[config.mk]
export PLATFORM = sky130hd
export DESIGN_NAME = decode_stage_flat
export DESIGN_NICKNAME = d
export VERILOG_FILES = /design/src/rtl/decode_stage_if.sv /design/src/rtl/decode_stage.sv /design/src/flat_wrapper.sv
export SDC_FILE = /design/constraint.sdc
export NUM_CORES = 1
export LEC_CHECK = 0
export CORE_ASPECT_RATIO = 1.25
export CORE_MARGIN = 1.5
export CORE_UTILIZATION = 25
export CTS_CLUSTER_SIZE = 14
export DETAILED_ROUTE_END_ITERATION = 6
export PLACE_DENSITY_LB_ADDON = 0.25
export SYNTH_ARGS = -nofsm -noshare
export SYNTH_HDL_FRONTEND = slang
export SYNTH_SLANG_ARGS = --single-unit
[constraint.sdc]
create_clock -name clk -period 6.58 [get_ports clk]
set_input_delay 0.987 -clock clk [delete_from_list [all_inputs] [get_ports clk]]
set_output_delay 0.987 -clock clk [all_outputs]
set_load 0.02 [all_outputs]
[src/rtl/decode_stage_if.sv]
// Fetch-to-execute handshake bundle for the decode stage.
// The slave modport is the decode stage itself; master is its environment.
interface decode_stage_if #(
    parameter int XLEN     = 32,
    parameter int PC_WIDTH = 32
);
    logic                in_valid;
    logic                in_ready;
    logic [31:0]         in_instruction;
    logic [PC_WIDTH-1:0] in_pc;

    logic                out_valid;
    logic                out_ready;
    logic [PC_WIDTH-1:0] out_pc;
    logic [4:0]          rs1_address;
    logic [4:0]          rs2_address;
    logic [4:0]          rd_address;
    logic [XLEN-1:0]     imm;
    logic [3:0]          alu_rd_operator;
    logic [1:0]          alu_rd_operand1_src;
    logic [2:0]          alu_rd_operand2_src;
    logic [1:0]          alu_pc_operand1_src;
    logic [1:0]          next_pc_src;
    logic                reg_write_data_src;
    logic                reg_wren;
    logic                ram_wren;
    logic [2:0]          mem_funct3;
    logic                illegal;

    modport slave (
        input  in_valid, in_instruction, in_pc, out_ready,
        output in_ready, out_valid, out_pc, rs1_address, rs2_address, rd_address,
               imm, alu_rd_operator, alu_rd_operand1_src, alu_rd_operand2_src,
               alu_pc_operand1_src, next_pc_src, reg_write_data_src, reg_wren,
               ram_wren, mem_funct3, illegal
    );

    modport master (
        output in_valid, in_instruction, in_pc, out_ready,
        input  in_ready, out_valid, out_pc, rs1_address, rs2_address, rd_address,
               imm, alu_rd_operator, alu_rd_operand1_src, alu_rd_operand2_src,
               alu_pc_operand1_src, next_pc_src, reg_write_data_src, reg_wren,
               ram_wren, mem_funct3, illegal
    );
endinterface

[src/rtl/decode_stage.sv]
// Registered RV32I/RV64I decode stage: instruction decode, immediate sign extension,
// illegal-instruction detection and a 2-entry skid buffer towards execute.
module decode_stage #(
    parameter int XLEN        = 32,
    parameter int PC_WIDTH    = 32,
    parameter int SKID_ENABLE = 1
) (
    input  logic          clk,
    input  logic          rst,
    input  logic          flush,
    decode_stage_if.slave bus
);
    localparam logic [6:0] OPC_LOAD   = 7'b0000011;
    localparam logic [6:0] OPC_OP_IMM = 7'b0010011;
    localparam logic [6:0] OPC_AUIPC  = 7'b0010111;
    localparam logic [6:0] OPC_STORE  = 7'b0100011;
    localparam logic [6:0] OPC_OP     = 7'b0110011;
    localparam logic [6:0] OPC_LUI    = 7'b0110111;
    localparam logic [6:0] OPC_BRANCH = 7'b1100011;
    localparam logic [6:0] OPC_JALR   = 7'b1100111;
    localparam logic [6:0] OPC_JAL    = 7'b1101111;

    localparam logic [3:0] ALU_ADD = 4'd0, ALU_SUB = 4'd1, ALU_SLL = 4'd2, ALU_SLT = 4'd3;
    localparam logic [3:0] ALU_SLTU = 4'd4, ALU_XOR = 4'd5, ALU_SRL = 4'd6, ALU_SRA = 4'd7;
    localparam logic [3:0] ALU_OR = 4'd8, ALU_AND = 4'd9;

    localparam logic [1:0] OP1_RS1 = 2'd0, OP1_PC = 2'd1, OP1_IMM = 2'd2;
    localparam logic [2:0] OP2_RS2 = 3'd0, OP2_IMM = 3'd1, OP2_FOUR = 3'd2, OP2_ZERO = 3'd3;
    localparam logic [1:0] PCOP1_PC = 2'd0, PCOP1_RS1 = 2'd1;
    localparam logic [1:0] NPC_NOT_BRANCH = 2'd0, NPC_ON_ZERO = 2'd1;
    localparam logic [1:0] NPC_ON_NON_ZERO = 2'd2, NPC_ALWAYS = 2'd3;
    localparam logic       WDATA_ALU = 1'b0, WDATA_MEM = 1'b1;

    typedef struct packed {
        logic [PC_WIDTH-1:0] pc;
        logic [4:0]          rs1;
        logic [4:0]          rs2;
        logic [4:0]          rd;
        logic [XLEN-1:0]     imm;
        logic [3:0]          alu_op;
        logic [1:0]          op1_src;
        logic [2:0]          op2_src;
        logic [1:0]          pc_op1_src;
        logic [1:0]          next_pc_src;
        logic                wdata_src;
        logic                reg_wren;
        logic                ram_wren;
        logic [2:0]          mem_funct3;
        logic                illegal;
    } bundle_t;

    function automatic logic [3:0] alu_op_f(input logic [2:0] f3, input logic alt);
        case (f3)
            3'b000:  return alt ? ALU_SUB : ALU_ADD;
            3'b001:  return ALU_SLL;
            3'b010:  return ALU_SLT;
            3'b011:  return ALU_SLTU;
            3'b100:  return ALU_XOR;
            3'b101:  return alt ? ALU_SRA : ALU_SRL;
            3'b110:  return ALU_OR;
            default: return ALU_AND;
        endcase
    endfunction

    logic [31:0]     inst;
    logic [2:0]      funct3;
    logic [6:0]      funct7;
    logic [XLEN-1:0] imm_i, imm_s, imm_b, imm_u, imm_j;
    logic            legal;
    logic            shift_ok;
    bundle_t         dec;

    assign inst   = bus.in_instruction;
    assign funct3 = inst[14:12];
    assign funct7 = inst[31:25];
    assign imm_i  = XLEN'($signed(inst[31:20]));
    assign imm_s  = XLEN'($signed({inst[31:25], inst[11:7]}));
    assign imm_b  = XLEN'($signed({inst[31], inst[7], inst[30:25], inst[11:8], 1'b0}));
    assign imm_u  = XLEN'($signed({inst[31:12], 12'b0}));
    assign imm_j  = XLEN'($signed({inst[31], inst[19:12], inst[20], inst[30:21], 1'b0}));

    // On RV64 inst[25] belongs to the 6-bit shift amount, so only funct7[6:1] is checked.
    always_comb begin
        shift_ok = 1'b1;
        if (XLEN == 64) begin
            if (funct3 == 3'b001)      shift_ok = (inst[31:26] == 6'b000000);
            else if (funct3 == 3'b101) shift_ok = (inst[31:26] == 6'b000000) || (inst[31:26] == 6'b010000);
        end else begin
            if (funct3 == 3'b001)      shift_ok = (funct7 == 7'h00);
            else if (funct3 == 3'b101) shift_ok = (funct7 == 7'h00) || (funct7 == 7'h20);
        end
    end

    always_comb begin
        dec             = '0;
        legal           = 1'b1;
        dec.pc          = bus.in_pc;
        dec.rs1         = inst[19:15];
        dec.rs2         = inst[24:20];
        dec.rd          = inst[11:7];
        dec.op1_src     = OP1_RS1;
        dec.op2_src     = OP2_RS2;
        dec.pc_op1_src  = PCOP1_PC;
        dec.next_pc_src = NPC_NOT_BRANCH;
        dec.wdata_src   = WDATA_ALU;
        case (inst[6:0])
            OPC_OP: begin
                legal = (funct7 == 7'h00) ||
                        ((funct7 == 7'h20) && ((funct3 == 3'b000) || (funct3 == 3'b101)));
                dec.alu_op   = alu_op_f(funct3, inst[30]);
                dec.reg_wren = 1'b1;
            end
            OPC_OP_IMM: begin
                legal        = shift_ok;
                dec.alu_op   = alu_op_f(funct3, (funct3 == 3'b101) && inst[30]);
                dec.op2_src  = OP2_IMM;
                dec.imm      = imm_i;
                dec.reg_wren = 1'b1;
            end
            OPC_LOAD: begin
                legal          = !((XLEN == 32) && ((funct3 == 3'b011) || (funct3 == 3'b110) || (funct3 == 3'b111)));
                dec.alu_op     = ALU_ADD;
                dec.op2_src    = OP2_IMM;
                dec.imm        = imm_i;
                dec.reg_wren   = 1'b1;
                dec.wdata_src  = WDATA_MEM;
                dec.mem_funct3 = funct3;
            end
            OPC_STORE: begin
                legal          = !((XLEN == 32) && (funct3 > 3'b010));
                dec.alu_op     = ALU_ADD;
                dec.op2_src    = OP2_IMM;
                dec.imm        = imm_s;
                dec.ram_wren   = 1'b1;
                dec.mem_funct3 = funct3;
            end
            OPC_BRANCH: begin
                dec.imm = imm_b;
                case (funct3)
                    3'b000:  begin dec.alu_op = ALU_SUB;  dec.next_pc_src = NPC_ON_ZERO;     end
                    3'b001:  begin dec.alu_op = ALU_SUB;  dec.next_pc_src = NPC_ON_NON_ZERO; end
                    3'b100:  begin dec.alu_op = ALU_SLT;  dec.next_pc_src = NPC_ON_NON_ZERO; end
                    3'b101:  begin dec.alu_op = ALU_SLT;  dec.next_pc_src = NPC_ON_ZERO;     end
                    3'b110:  begin dec.alu_op = ALU_SLTU; dec.next_pc_src = NPC_ON_NON_ZERO; end
                    3'b111:  begin dec.alu_op = ALU_SLTU; dec.next_pc_src = NPC_ON_ZERO;     end
                    default: legal = 1'b0;
                endcase
            end
            OPC_JAL, OPC_JALR: begin
                legal           = (inst[6:0] == OPC_JAL) || (funct3 == 3'b000);
                dec.alu_op      = ALU_ADD;
                dec.op1_src     = OP1_PC;
                dec.op2_src     = OP2_FOUR;
                dec.pc_op1_src  = (inst[6:0] == OPC_JAL) ? PCOP1_PC : PCOP1_RS1;
                dec.imm         = (inst[6:0] == OPC_JAL) ? imm_j : imm_i;
                dec.next_pc_src = NPC_ALWAYS;
                dec.reg_wren    = 1'b1;
            end
            OPC_AUIPC, OPC_LUI: begin
                dec.alu_op   = ALU_ADD;
                dec.op1_src  = (inst[6:0] == OPC_LUI) ? OP1_IMM : OP1_PC;
                dec.op2_src  = (inst[6:0] == OPC_LUI) ? OP2_ZERO : OP2_IMM;
                dec.imm      = imm_u;
                dec.reg_wren = 1'b1;
            end
            default: legal = 1'b0;
        endcase
        // Illegal words still travel down the pipe with only PC and the flag so execute can trap.
        if (!legal) begin
            dec             = '0;
            dec.pc          = bus.in_pc;
            dec.next_pc_src = NPC_NOT_BRANCH;
            dec.illegal     = 1'b1;
        end
    end

    logic    main_valid_q, main_valid_d;
    logic    skid_valid_q, skid_valid_d;
    logic    ready_q, ready_d;
    bundle_t main_q, main_d;
    bundle_t skid_q, skid_d;
    logic    in_ready;
    logic    accept;
    logic    consume;

    // In skid mode in_ready is purely registered; the 1-entry variant looks through out_ready.
    assign in_ready = (SKID_ENABLE != 0) ? ready_q : (ready_q & (~main_valid_q | bus.out_ready));
    assign accept   = bus.in_valid & in_ready;
    assign consume  = main_valid_q & bus.out_ready;

    always_comb begin
        main_valid_d = main_valid_q;
        skid_valid_d = skid_valid_q;
        main_d       = main_q;
        skid_d       = skid_q;
        if (flush) begin
            main_valid_d = 1'b0;
            skid_valid_d = 1'b0;
        end else if (consume || !main_valid_q) begin
            if (skid_valid_q) begin
                main_d       = skid_q;
                main_valid_d = 1'b1;
                skid_valid_d = 1'b0;
            end else begin
                main_valid_d = accept;
                if (accept) main_d = dec;
            end
        end else if (accept) begin
            skid_d       = dec;
            skid_valid_d = 1'b1;
        end
        ready_d = (SKID_ENABLE != 0) ? !skid_valid_d : 1'b1;
    end

    always_ff @(posedge clk or posedge rst) begin
        if (rst) begin
            main_valid_q <= 1'b0;
            skid_valid_q <= 1'b0;
            ready_q      <= 1'b0;
            main_q       <= '0;
            skid_q       <= '0;
        end else begin
            main_valid_q <= main_valid_d;
            skid_valid_q <= skid_valid_d;
            ready_q      <= ready_d;
            main_q       <= main_d;
            skid_q       <= skid_d;
        end
    end

    assign bus.in_ready            = in_ready;
    assign bus.out_valid           = main_valid_q;
    assign bus.out_pc              = main_q.pc;
    assign bus.rs1_address         = main_q.rs1;
    assign bus.rs2_address         = main_q.rs2;
    assign bus.rd_address          = main_q.rd;
    assign bus.imm                 = main_q.imm;
    assign bus.alu_rd_operator     = main_q.alu_op;
    assign bus.alu_rd_operand1_src = main_q.op1_src;
    assign bus.alu_rd_operand2_src = main_q.op2_src;
    assign bus.alu_pc_operand1_src = main_q.pc_op1_src;
    assign bus.next_pc_src         = main_q.next_pc_src;
    assign bus.reg_write_data_src  = main_q.wdata_src;
    assign bus.reg_wren            = main_q.reg_wren;
    assign bus.ram_wren            = main_q.ram_wren;
    assign bus.mem_funct3          = main_q.mem_funct3;
    assign bus.illegal             = main_q.illegal;
endmodule

[src/flat_wrapper.sv]
// flat-port wrapper written by rule: the top's interface ports become plain ports
module decode_stage_flat 
#(
    parameter int XLEN        = 32,
    parameter int PC_WIDTH    = 32,
    parameter int SKID_ENABLE = 1
)
  (clk, rst, flush, bus_in_valid, bus_in_instruction, bus_in_pc, bus_out_ready, bus_in_ready, bus_out_valid, bus_out_pc, bus_rs1_address, bus_rs2_address, bus_rd_address, bus_imm, bus_alu_rd_operator, bus_alu_rd_operand1_src, bus_alu_rd_operand2_src, bus_alu_pc_operand1_src, bus_next_pc_src, bus_reg_write_data_src, bus_reg_wren, bus_ram_wren, bus_mem_funct3, bus_illegal);
  decode_stage_if #(.XLEN(XLEN), .PC_WIDTH(PC_WIDTH)) bus_i ();
  input  logic clk;
  input  logic rst;
  input  logic flush;
  input wire logic [$bits(bus_i.in_valid)-1:0] bus_in_valid;
  input wire logic [$bits(bus_i.in_instruction)-1:0] bus_in_instruction;
  input wire logic [$bits(bus_i.in_pc)-1:0] bus_in_pc;
  input wire logic [$bits(bus_i.out_ready)-1:0] bus_out_ready;
  output wire logic [$bits(bus_i.in_ready)-1:0] bus_in_ready;
  output wire logic [$bits(bus_i.out_valid)-1:0] bus_out_valid;
  output wire logic [$bits(bus_i.out_pc)-1:0] bus_out_pc;
  output wire logic [$bits(bus_i.rs1_address)-1:0] bus_rs1_address;
  output wire logic [$bits(bus_i.rs2_address)-1:0] bus_rs2_address;
  output wire logic [$bits(bus_i.rd_address)-1:0] bus_rd_address;
  output wire logic [$bits(bus_i.imm)-1:0] bus_imm;
  output wire logic [$bits(bus_i.alu_rd_operator)-1:0] bus_alu_rd_operator;
  output wire logic [$bits(bus_i.alu_rd_operand1_src)-1:0] bus_alu_rd_operand1_src;
  output wire logic [$bits(bus_i.alu_rd_operand2_src)-1:0] bus_alu_rd_operand2_src;
  output wire logic [$bits(bus_i.alu_pc_operand1_src)-1:0] bus_alu_pc_operand1_src;
  output wire logic [$bits(bus_i.next_pc_src)-1:0] bus_next_pc_src;
  output wire logic [$bits(bus_i.reg_write_data_src)-1:0] bus_reg_write_data_src;
  output wire logic [$bits(bus_i.reg_wren)-1:0] bus_reg_wren;
  output wire logic [$bits(bus_i.ram_wren)-1:0] bus_ram_wren;
  output wire logic [$bits(bus_i.mem_funct3)-1:0] bus_mem_funct3;
  output wire logic [$bits(bus_i.illegal)-1:0] bus_illegal;
  assign bus_i.in_valid = bus_in_valid;
  assign bus_i.in_instruction = bus_in_instruction;
  assign bus_i.in_pc = bus_in_pc;
  assign bus_i.out_ready = bus_out_ready;
  assign bus_in_ready = bus_i.in_ready;
  assign bus_out_valid = bus_i.out_valid;
  assign bus_out_pc = bus_i.out_pc;
  assign bus_rs1_address = bus_i.rs1_address;
  assign bus_rs2_address = bus_i.rs2_address;
  assign bus_rd_address = bus_i.rd_address;
  assign bus_imm = bus_i.imm;
  assign bus_alu_rd_operator = bus_i.alu_rd_operator;
  assign bus_alu_rd_operand1_src = bus_i.alu_rd_operand1_src;
  assign bus_alu_rd_operand2_src = bus_i.alu_rd_operand2_src;
  assign bus_alu_pc_operand1_src = bus_i.alu_pc_operand1_src;
  assign bus_next_pc_src = bus_i.next_pc_src;
  assign bus_reg_write_data_src = bus_i.reg_write_data_src;
  assign bus_reg_wren = bus_i.reg_wren;
  assign bus_ram_wren = bus_i.ram_wren;
  assign bus_mem_funct3 = bus_i.mem_funct3;
  assign bus_illegal = bus_i.illegal;
  decode_stage #(.XLEN(XLEN), .PC_WIDTH(PC_WIDTH), .SKID_ENABLE(SKID_ENABLE)) u_core (.clk(clk), .rst(rst), .flush(flush), .bus(bus_i));
endmodule
==> results of run 1 <==
==> stage by stage <==
stage	hold slack, ps	worst slack, ps	std cells	power [W]
6_report	472	2730	1614	0.00296
5_1_grt	489	2510	1614	0.00311
4_1_cts	474	2760	1614	0.00301
3_5_place_dp	454	2270	1582	0.00191
3_3_place_gp	447	2300	1582	0.00191
2_1_floorplan	435	224	1010	0.00166
==> per-layer routing <==
layer,vias up,track usage (%),routed length [um]
met1,3751,20.1,13000
met3,31,3.38,1350
met4,0,5.70,662
met5,-,0,0
li1,3739,-,-
met2,189,24.1,13900
==> worst max-delay path, cell delays in order <==
cell and delay (ps):
sky130_fd_sc_hd__clkdlybuf4s50_1 720, sky130_fd_sc_hd__and4b_1 420, sky130_fd_sc_hd__nand3_1 130, sky130_fd_sc_hd__nand3_1 90, sky130_fd_sc_hd__and3b_4 960, sky130_fd_sc_hd__buf_4 590
sky130_fd_sc_hd__o21ai_0 180
==> placed cells by master (no fill, tap or decap), types with 5 or more instances in the layout <==
cell                              count
sky130_fd_sc_hd__o31ai_2             18
sky130_fd_sc_hd__nor2_1              23
sky130_fd_sc_hd__a21oi_1             84
sky130_fd_sc_hd__nand2b_1             5
sky130_fd_sc_hd__o22ai_1              6
sky130_fd_sc_hd__nor3_1               6
sky130_fd_sc_hd__and3_1              41
sky130_fd_sc_hd__clkdlybuf4s50_1    167
sky130_fd_sc_hd__clkbuf_16           17
sky130_fd_sc_hd__o31ai_1             47
sky130_fd_sc_hd__mux2i_1             34
sky130_fd_sc_hd__o41ai_1             13
sky130_fd_sc_hd__buf_4               11
sky130_fd_sc_hd__dfrtp_1            196
sky130_fd_sc_hd__nand2_1            265
sky130_fd_sc_hd__inv_1                8
sky130_fd_sc_hd__nand3_1              6
sky130_fd_sc_hd__o21ai_0             91
sky130_fd_sc_hd__inv_6                6
sky130_fd_sc_hd__nand3b_1            14
==> how the worst max path moves through the flow <==
stage / slack [ps] / end / cells after the start
final: 2730 / u_core.skid_q[61] / 7
after global routing: 2510 / u_core.skid_q[65] / 7
after CTS: 2760 / u_core.skid_q[11] / 7
after detailed placement: 2270 / u_core.skid_q[11] / 7
after global placement: 2300 / u_core.skid_q[61] / 7
after floorplan: 220 / u_core.bus.alu_pc_operand1_src[0] / 1
==> sequential cells by signal (all words and copies together) (netlist names), 3 cells and up <==
| name | flops |
|---|---|
| u_core.bus.out_pc | 32 |
| u_core.skid_q | 97 |
| u_core.bus.mem_funct3 | 3 |
| u_core.bus.rd_address | 5 |
| u_core.bus.alu_rd_operator | 4 |
| u_core.bus.rs2_address | 5 |
| u_core.bus.rs1_address | 5 |
| u_core.bus.imm | 32 |
==> area by class of cell <==
type,instances,area (um2),share of cell area (%)
inverters,9,41.3,0.345
multi-input cells,712,4030,33.7
repair buffers,178,1750,14.7
clock buffers,17,425,3.56
clock inverters,15,164,1.37
flip-flops and latches,197,4930,41.3
well taps,486,608,5.09
==> kinds of logic after synthesis <==
group / Yosys count
simple gates: 391
other cells: 1
xor+xnor: 1
buf+inv: 101
flops: 197
compound gates: 283
mux: 35
==> where the power goes <==
group	total [W]	leakage [nW]	switching [W]	internal, W
logic	0.000497	2.13	0.000285	0.000212
clock network	0.00108	0.292	0.000535	0.000542
registers	0.00138	2.60	0.0000609	0.00132
==> impl_summary.txt, run 1 <==
----------------------------------------------------
[Place]
  Last weighted congestion value of the routability-driven placer ... ~0.8
  Hpwl dp ... between 15,000 and 20,000 um
  IO Port Bufs ... ~170
  Placement Cell Area ... around 11,000 um2

[Timing]
  Setup repair after global routing missed its margin ... false
  Worst slew margin relative to its limit ... ~34%
  Setup skew after layout ... between 10 and 15 ps
  Count of endpoints failing hold in the final timing report ... 0
  Slew at the pin closest to its max-slew limit ... between 900 and 1000 ps
  Final cycle utilization of the critical path ... 58.5%
  Min Tclk post-route ... ~3900 ps
  Sum Neg Setup Slack ... 0 ps
  Highest Clock Rate ... 260 MHz
  Final count of pins violating max slew ... 0
  Final setup violation count ... 0

[Clock network]
  Master cell of the clock root buffer ... sky130_fd_sc_hd__clkbuf_16
  Number of buffers added for setup after CTS ... 0
  Cts hold-fix bufs ... 0
  Latest clock arrival within the worst-skew pair ... 450 ps
  Count of cells resized by post-cts repair ... 0
  CTS H-tree lvls ... 4
  Num CTS Buffers ... 17
  Clock transition at the register clock pins on the worst setup and hold paths after CTS ... roughly 80 ps
  Clock sink total ... 197
  Maximum clock insertion buffer count ... 2
  CTS tree ... yes

[Logic synthesis]
  Dominant combinational cell family by area after synthesis ... compound AO/OA/AOI/OAI gates
  Multiplexer fraction of the synthesized cell area ... ~3.8%
  Compound-Gate Fraction of Synth Area ... about a fifth
  Post-synthesis simple-gate area fraction ... a little under a fifth
  Ys flop type ... sky130_fd_sc_hd__dfrtp_1
  Share of Yosys cell area claimed by the top area cell type ... between 50% and 60%
  Syn Area/Cell ... 9.27 um2
  Number of distinct library cells after synthesis ... 55
  Post-synthesis register bit count ... 197
  Post-Synth Adder-Cell Area ... 0%
  Main area contributors after synthesis ... sky130_fd_sc_hd__dfrtp_1, sky130_fd_sc_hd__nand2_1, sky130_fd_sc_hd__o21ai_0
  Most used standard cell by instance count after synthesis ... sky130_fd_sc_hd__nand2_1
  Cell accounting for the most synthesized area ... sky130_fd_sc_hd__dfrtp_1
  Syn Std Cell Area ... about 9400 um2
  Share of synthesized flip-flops with an asynchronous set or reset ... 100%
  Number of synthesized flops with an enable pin ... 0
  Number of standard cells after synthesis ... about 1,000
  Number of warning messages in the yosys log ... 0
  Top post-synthesis cells by count ... sky130_fd_sc_hd__nand2_1, sky130_fd_sc_hd__dfrtp_1, sky130_fd_sc_hd__o21ai_0, sky130_fd_sc_hd__a21oi_1, sky130_fd_sc_hd__clkbuf_1
  Part of the Yosys area used for sequential elements ... a little over half
  Area share of xor/xnor cells in the synthesized design ... less than 1%

[Run]
  Max-cap check violation count ... 0

[Die]
  Number of rows in the core area ... a little under 80
  Y dimension of the die ... approximately 220 um
  Overall die width ... 176 um
  Die area ... around 39,000 um2
  I/O pins ... 170
  Initial cell density of the core ... between 20 and 30%
  Core Box Area ... roughly 37,000 um2

[Cells and area]
  Share of layout cells above drive strength 1 ... just under 7%
  Utilization after layout ... about a third
  FILL cells ... about 4,000
  Area Growth Syn to Fin ... 27.8%
  Antenna diodes ... 0
  Non-Filler Cell Area, Final ... 12,000 um2
  Final #Nets ... between 1,000 and 1,500

[Worst hold path]
  Hold Crit Endpoint ... u_core.skid_q[39]
  Worst Hold Launch ... u_core.skid_q[39]
  Worst hold path type ... reg2reg
  Count of cells along the worst hold path ... 2

[Drt]
  Vias per cell ... ~4.8
  Total detailed-routing wirelength ... ~29,000 um
  Number of vias after detailed routing ... 7,710
  Initial DRC Count ... roughly 580
  First-pass iteration count of the detailed router ... 6
  DR DRC count ... 0
  Antenna violation net count after detailed routing ... 0
  Routed wirelength normalized by instance count ... around 18 um

[GRT]
  Vias in the first global route ... 7,407
  Global-route wire length before repair ... ~45,000 um
  Maximum number of pins on one net before global-route repair ... 99
  Number of antenna violations at the first check in global routing ... 0
  Residual overflow from global routing ... 0
  All-layer global routing usage ... 15.2%

[Setup path]
  Critical path launch point type ... input port
  Cell count of the worst reg-to-reg path ... 6
  Endpoint type of the worst setup path ... flop
  CP Max Fanout ... 65
  Worst setup slack for register-to-register paths ... approximately 3700 ps
  Crit path kind ... in2reg
  Setup crit start ... bus_in_instruction[6]
  Data arrival time of the critical path ... slightly above 4000 ps
  Endpoint of the most critical register-to-register path ... u_core.bus.imm[9]
  Reg2reg start ... u_core.skid_valid_q
  CP required ... between 6000 and 7000 ps

[Pwr]
  Pwr/cell area ... around 250 nW/um2
  Leak Pwr ... roughly 5 nW
  Peak supply drop ... ~0.17 mV

[Outcome]
  Result of the run ... finished clean

----------------------------------------------------
Note: power is estimated with default switching activity, not from simulation.
==> inputs of run 2 (changes only) <==
==> constraint.sdc (replaced) <==
create_clock -name clk -period 3.15 [get_ports clk]
set_input_delay 0.4725 -clock clk [delete_from_list [all_inputs] [get_ports clk]]
set_output_delay 0.4725 -clock clk [all_outputs]
set_load 0.02 [all_outputs]
==> impl_summary.txt, run 2 (same netlist as run 1, synthesis figures left out) <==
----------------------------------------------------
[Outcome]
  Result of the run ... finished clean (unchanged)

[Cells and area]
  Area taken by multi-input logic gates ... 4030 um2 (unchanged)
  Non-Filler Cell Area, Final ... 12,200 um2 (was 12,000 um2)
  Register ranked first by flip-flop count ... u_core.skid_q (unchanged)
  Sequential Area ... 4930 um2 (unchanged)
  Share of layout cells above drive strength 1 ... 8.27% (was 6.74%)
  Number of flip-flops in the largest register ... 97 (unchanged)
  FILL cells ... 3,883 (was 3,903)
  Commonest non-fill, non-tap cells in the layout ... sky130_fd_sc_hd__nand2_1, sky130_fd_sc_hd__dfrtp_1, sky130_fd_sc_hd__clkdlybuf4s50_1 (unchanged)
  Final #Nets ... 1,205 (was 1,184)
  Most common library cell in the layout ignoring fill and taps ... sky130_fd_sc_hd__nand2_1 (unchanged)
  Area Growth Syn to Fin ... 30.8% (was 27.8%)

[Timing]
  Final setup violation count ... 0 (unchanged)
  Setup skew after layout ... 9.56 ps (was 14.7 ps)
  Final cycle utilization of the critical path ... about four fifths
  Sum Neg Setup Slack ... 0 ps (unchanged)
  Slew at the pin closest to its max-slew limit ... 710 ps (was 992 ps)
  Setup repair after global routing missed its margin ... false (unchanged)
  Highest Clock Rate ... approximately 390 MHz
  Count of endpoints failing hold in the final timing report ... 0 (unchanged)
  Min Tclk post-route ... approximately 2500 ps
  Worst slew margin relative to its limit ... 52.6% (was 33.9%)
  Final count of pins violating max slew ... 0 (unchanged)

[Run]
  Max-cap check violation count ... 0 (unchanged)

[Setup path]
  CP Max Fanout ... 56 (was 65)
  Critical path launch point type ... input port (unchanged)
  Data arrival time of the critical path ... 2840 ps (was 4150 ps)
  Endpoint type of the worst setup path ... flop (unchanged)
  CP required ... 3460 ps (was 6880 ps)
  Crit path kind ... in2reg (unchanged)

[Clock network]
  Clock transition at the register clock pins on the worst setup and hold paths after CTS ... 80 ps (about the same)
  Num CTS Buffers ... 17 (unchanged)
  CTS tree ... yes (unchanged)
  Master cell of the clock root buffer ... sky130_fd_sc_hd__clkbuf_16 (unchanged)
  Clock sink total ... 197 (unchanged)
  Cts hold-fix bufs ... 0 (unchanged)
  CTS H-tree lvls ... 4 (unchanged)
  Latest clock arrival within the worst-skew pair ... 450 ps (about the same)
  Number of buffers added for setup after CTS ... 0 (unchanged)
  Maximum clock insertion buffer count ... 2 (unchanged)
  Count of cells resized by post-cts repair ... 0 (unchanged)

[Pwr]
  Pwr/cell area ... 512 nW/um2 (was 247 nW/um2)
  Sequential share of power ... 46.1% (was 46.7%)
  Peak supply drop ... 0.385 mV (was 0.172 mV)
  Internal cell power ... 0.00449 W (was 0.00207 W)
  Leak Pwr ... 5.15 nW (was 5.02 nW)
  Gate power share ... 17.2% (was 16.8%)
  Portion of total power attributed to the clock network ... 36.7% (was 36.5%)
  Switching share of total power ... 28.2% (was 29.8%)
  Total net switching power ... 0.00177 W (was 0.000881 W)

[Drt]
  First-pass iteration count of the detailed router ... 5 (was 6)
  Number of vias after detailed routing ... 7,812 (was 7,710)
  Initial DRC Count ... 492 (was 581)
  Routed wirelength normalized by instance count ... 17.8 um (was 17.9 um)
  Antenna violation net count after detailed routing ... 0 (unchanged)
  DR DRC count ... 0 (unchanged)
  Vias per cell ... 4.78 (about the same)
  Total detailed-routing wirelength ... 29,100 um (was 29,000 um)

[GRT]
  Vias in the first global route ... 7,652 (was 7,407)
  Number of antenna violations at the first check in global routing ... 1 (was 0)
  Global-route wire length before repair ... 45,600 um (was 44,700 um)
  Maximum number of pins on one net before global-route repair ... 67 (was 99)
  Residual overflow from global routing ... 0 (unchanged)
  All-layer global routing usage ... 15.4% (was 15.2%)

[Die]
  Overall die width ... 176 um (unchanged)
  Die area ... 38,600 um2 (unchanged)
  Core Box Area ... 37,100 um2 (unchanged)
  Number of rows in the core area ... 79 (unchanged)
  Initial cell density of the core ... 25.2% (unchanged)
  I/O pins ... 170 (unchanged)
  Y dimension of the die ... 219 um (unchanged)

[Place]
  Placement Cell Area ... 11,600 um2 (was 11,400 um2)
  Hpwl dp ... 19,800 um (was 18,700 um)
  IO Port Bufs ... 167 (unchanged)
  Last weighted congestion value of the routability-driven placer ... 0.870 (was 0.811)

[Worst hold path]
  Worst hold path type ... in2async (was reg2reg)

----------------------------------------------------
## run 2: cell types whose count changed in the layout (fill, tap and decap cells not counted), sizes merged
cell	change
buf	+21
inv	-6
clkinvlp	+3
bufinv	+2
clkbuf	+2
clkinv	-1
diode	+1
## run 2: layout make-up
class / count / area share, %
sequential: 197 / 40.3
multi-input combinational: 712 / 32.9
timing repair buffer: 199 / 16.5
tap: 486 / 4.97
clock buffer: 19 / 3.54
clock inverter: 13 / 1.40
inverter: 9 / 0.307
antenna: 1 / 0.0204
## run 2: stage by stage
step / setup slack [ps] / hold WS, ps / utilization (%) / cells / power [W]
floorplan: 131 / 435 / - / 1010 / 0.00347
global placement: 204 / 449 / 31.4 / 1603 / 0.00402
detailed placement: 170 / 456 / 31.4 / 1603 / 0.00404
CTS: 652 / 371 / 33.0 / 1635 / 0.00638
global route: 503 / 391 / 33.0 / 1636 / 0.00659
finish: 616 / 396 / 33.0 / 1636 / 0.00626
## run 2: worst paths after layout
check	from	to	slack, ps	depth (start not counted)
min reg2reg	u_core.skid_q[77]	u_core.skid_q[77]	470	2
min in group clk	u_core.skid_q[77]	u_core.skid_q[77]	470	2
min	rst	u_core.bus.out_pc[2]	400	2
max	bus_in_instruction[5]	u_core.bus.imm[3]	620	8
max in group asynchronous	rst	u_core.skid_valid_q	2070	3
max reg2reg	u_core.skid_valid_q	u_core.bus.imm[10]	710	5
## run 2: metal layers
layer | up-vias | part of all wire, % | GRT usage [%]
met5 | - | 0 | 0
met4 | 0 | 2.8 | 6.58
met3 | 42 | 3.8 | 3.17
met2 | 168 | 48 | 24.6
met1 | 3826 | 46 | 20.2
li1 | 3776 | - | -
## run 2: power groups by stage
stage	clock, W	sequential [W]	combinational [W]
after floorplan	0	0.00307	0.000405
after global placement	0	0.00293	0.00109
after detailed placement	0	0.00294	0.00109
after CTS	0.00240	0.00289	0.00110
after global routing	0.00249	0.00291	0.00119
final	0.00230	0.00289	0.00108
## run 2: worst max-delay path, cell delays in order
cell                              delay (ps)
sky130_fd_sc_hd__clkdlybuf4s50_1         530
sky130_fd_sc_hd__buf_4                   220
sky130_fd_sc_hd__and4b_1                 280
sky130_fd_sc_hd__nand3_1                 140
sky130_fd_sc_hd__nand3_1                  90
sky130_fd_sc_hd__and3b_4                 320
sky130_fd_sc_hd__buf_4                   560
sky130_fd_sc_hd__o31ai_1                 180
==> inputs of run 3 (changes only) <==
==> constraint.sdc (replaced) <==
create_clock -name clk -period 2.4 [get_ports clk]
set_input_delay 0.36 -clock clk [delete_from_list [all_inputs] [get_ports clk]]
set_output_delay 0.36 -clock clk [all_outputs]
set_load 0.02 [all_outputs]
==> impl_summary.txt, run 3 (same netlist as run 1, synthesis figures left out) <==
----------------------------------------------------
[Die]
  Initial cell density of the core ... 25.2% (unchanged)
  I/O pins ... 170 (unchanged)
  Number of rows in the core area ... 79 (unchanged)
  Y dimension of the die ... 219 um (unchanged)
  Overall die width ... 176 um (unchanged)
  Die area ... 38,600 um2 (unchanged)
  Core Box Area ... 37,100 um2 (unchanged)

[Pwr]
  Total net switching power ... 0.00239 W (was 0.00177 W)
  Gate power share ... 17.5% (was 17.2%)
  Pwr/cell area ... 663 nW/um2 (was 512 nW/um2)
  Sequential share of power ... 44.6% (was 46.1%)
  Portion of total power attributed to the clock network ... 37.9% (was 36.7%)
  Switching share of total power ... 28.1% (was 28.2%)
  Peak supply drop ... 0.512 mV (was 0.385 mV)
  Leak Pwr ... 5.48 nW (was 5.15 nW)
  Internal cell power ... 0.00610 W (was 0.00449 W)

[Drt]
  Vias per cell ... 4.70 (was 4.78)
  Total detailed-routing wirelength ... 28,900 um (was 29,100 um)
  Initial DRC Count ... 461 (was 492)
  Number of vias after detailed routing ... 7,936 (was 7,812)
  Routed wirelength normalized by instance count ... 17.1 um (was 17.8 um)
  Antenna violation net count after detailed routing ... 0 (unchanged)
  First-pass iteration count of the detailed router ... 5 (unchanged)
  DR DRC count ... 0 (unchanged)

[Setup path]
  Cell count of the worst reg-to-reg path ... 6 (was 5)
  Critical path launch point type ... input port (unchanged)
  Worst setup slack for register-to-register paths ... 480 ps (was 710 ps)
  Reg2reg start ... u_core.bus.out_valid (was u_core.skid_valid_q)
  CP required ... 2740 ps (was 3460 ps)
  Endpoint type of the worst setup path ... flop (unchanged)
  Endpoint of the most critical register-to-register path ... u_core.bus.imm[8] (was u_core.bus.imm[10])
  Data arrival time of the critical path ... 2500 ps (was 2840 ps)
  CP Max Fanout ... 27 (was 56)
  Crit path kind ... in2reg (unchanged)

[Clock network]
  Master cell of the clock root buffer ... sky130_fd_sc_hd__clkbuf_16 (unchanged)
  Clock transition at the register clock pins on the worst setup and hold paths after CTS ... 70 ps (was 80 ps)
  Number of buffers added for setup after CTS ... 0 (unchanged)
  Maximum clock insertion buffer count ... 2 (unchanged)
  CTS tree ... yes (unchanged)
  Count of cells resized by post-cts repair ... 0 (unchanged)
  Num CTS Buffers ... 17 (unchanged)
  Latest clock arrival within the worst-skew pair ... 450 ps (about the same)
  CTS H-tree lvls ... 4 (unchanged)
  Cts hold-fix bufs ... 0 (unchanged)
  Clock sink total ... 197 (unchanged)

[Place]
  Hpwl dp ... 19,800 um (about the same)
  Last weighted congestion value of the routability-driven placer ... 0.844 (was 0.870)
  Worst slack after detailed placement ... -245 ps (was 170 ps)
  # placed instances ... 1,657 (was 1,603)
  IO Port Bufs ... 167 (unchanged)
  Placement Cell Area ... 12,100 um2 (was 11,600 um2)

[Timing]
  Least setup slack across all paths after layout ... 234 ps (was 616 ps)
  Final count of pins violating max slew ... 0 (unchanged)
  Highest Clock Rate ... 462 MHz
  Min Tclk post-route ... ~2200 ps
  Slew at the pin closest to its max-slew limit ... 579 ps (was 710 ps)
  Worst Hold Slack ... 393 ps (was 396 ps)
  Final setup violation count ... 0 (unchanged)
  Worst slew margin relative to its limit ... 61.4% (was 52.6%)
  Count of endpoints failing hold in the final timing report ... 0 (unchanged)
  Setup skew after layout ... 11.5 ps (was 9.56 ps)
  Final cycle utilization of the critical path ... roughly nine tenths
  Setup repair after global routing missed its margin ... false (unchanged)

[GRT]
  Met1 layer usage reported by global route ... 19.9% (was 20.2%)
  Number of antenna violations at the first check in global routing ... 1 (unchanged)
  Global-route wire length before repair ... 45,600 um (about the same)
  Most heavily used metal layer in global routing ... met2 (unchanged)
  Residual overflow from global routing ... 0 (unchanged)
  Met2 usage in global routing ... 24.9% (was 24.6%)
  Maximum number of pins on one net before global-route repair ... 106 (was 67)
  Vias in the first global route ... 7,823 (was 7,652)
  All-layer global routing usage ... 15.4% (about the same)
  Met3 capacity usage during global routing ... 3.05% (was 3.17%)

[Cells and area]
  Share of layout cells above drive strength 1 ... 12.6% (was 8.27%)
  Utilization after layout ... 34.5% (was 33.0%)
  Number of flip-flops in the largest register ... 97 (unchanged)
  Final Non-Filler Cells ... 1,690 (was 1,636)
  FILL cells ... 3,805 (was 3,883)
  Most common library cell in the layout ignoring fill and taps ... sky130_fd_sc_hd__nand2_1 (unchanged)
  Final #Nets ... 1,259 (was 1,205)
  Non-Filler Cell Area, Final ... 12,800 um2 (was 12,200 um2)
  Register ranked first by flip-flop count ... u_core.skid_q (unchanged)
  Commonest non-fill, non-tap cells in the layout ... sky130_fd_sc_hd__nand2_1, sky130_fd_sc_hd__dfrtp_1, sky130_fd_sc_hd__clkdlybuf4s50_1 (unchanged)
  Area Growth Syn to Fin ... 36.8% (was 30.8%)

[Worst hold path]
  Worst hold path type ... in2async (unchanged)

[Run]
  Max-cap check violation count ... 0 (unchanged)

[Outcome]
  Result of the run ... finished clean (unchanged)

----------------------------------------------------
[run 3: changes by cell type in the layout (fill, tap and decap cells not counted)]
cell,before,now
sky130_fd_sc_hd__bufinv_16,3,4
sky130_fd_sc_hd__buf_12,9,18
sky130_fd_sc_hd__clkinv_2,1,0
sky130_fd_sc_hd__buf_4,23,68
sky130_fd_sc_hd__clkinv_4,3,1
sky130_fd_sc_hd__clkbuf_1,2,0
sky130_fd_sc_hd__inv_6,4,5
sky130_fd_sc_hd__clkbuf_8,0,1
sky130_fd_sc_hd__inv_8,0,2
[run 3: critical path, cell delays in order]
cell and delay [ps]:
sky130_fd_sc_hd__clkdlybuf4s50_1 430, sky130_fd_sc_hd__or4_4 590, sky130_fd_sc_hd__nor3_1 180, sky130_fd_sc_hd__a41oi_1 150
sky130_fd_sc_hd__and3b_4 250, sky130_fd_sc_hd__buf_12 170, sky130_fd_sc_hd__o41ai_1 360
[run 3: routing by layer]
layer | vias up | routed length, um
met1 | 3836 | 13100
li1 | 3888 | -
met5 | - | 0
met3 | 37 | 1160
met2 | 175 | 13900
met4 | 0 | 761
[run 3: through the flow]
stage | total power [W] | TNS (ps)
floorplan | 0.00456 | -99760
global placement | 0.00534 | -11310
detailed placement | 0.00536 | -15250
CTS | 0.00864 | 0
global route | 0.00892 | 0
finish | 0.00849 | 0
[run 3: worst max-delay path by stage]
stage	from	end	cells after the start
2_1_floorplan	rst	u_core.bus.alu_pc_operand1_src[0]	1
3_3_place_gp	bus_in_instruction[5]	u_core.bus.rd_address[3]	9
3_5_place_dp	bus_in_instruction[26]	u_core.skid_q[34]	7
4_1_cts	bus_in_instruction[26]	u_core.skid_q[38]	7
5_1_grt	bus_in_instruction[5]	u_core.skid_q[37]	7
6_report	bus_in_instruction[26]	u_core.skid_q[38]	7
[run 3: layout make-up]
class,instances,area (um2),share of cell area [%]
inverter,9,37.5,0.293
antenna,1,2.50,0.0195
tap,486,608,4.75
sequential,197,4930,38.5
timing repair buffer,253,2540,19.9
clock buffer,18,439,3.43
multi-input combinational,712,4030,31.5
clock inverter,14,210,1.64
[run 3: power groups by stage]
stage                     registers [W]  logic, W  clock network [W]
after detailed placement        0.00386   0.00151                  0
after floorplan                 0.00403  0.000532                  0
after global routing            0.00382   0.00163            0.00347
after global placement          0.00384   0.00150                  0
final                           0.00378   0.00148            0.00322
after CTS                       0.00379   0.00151            0.00334
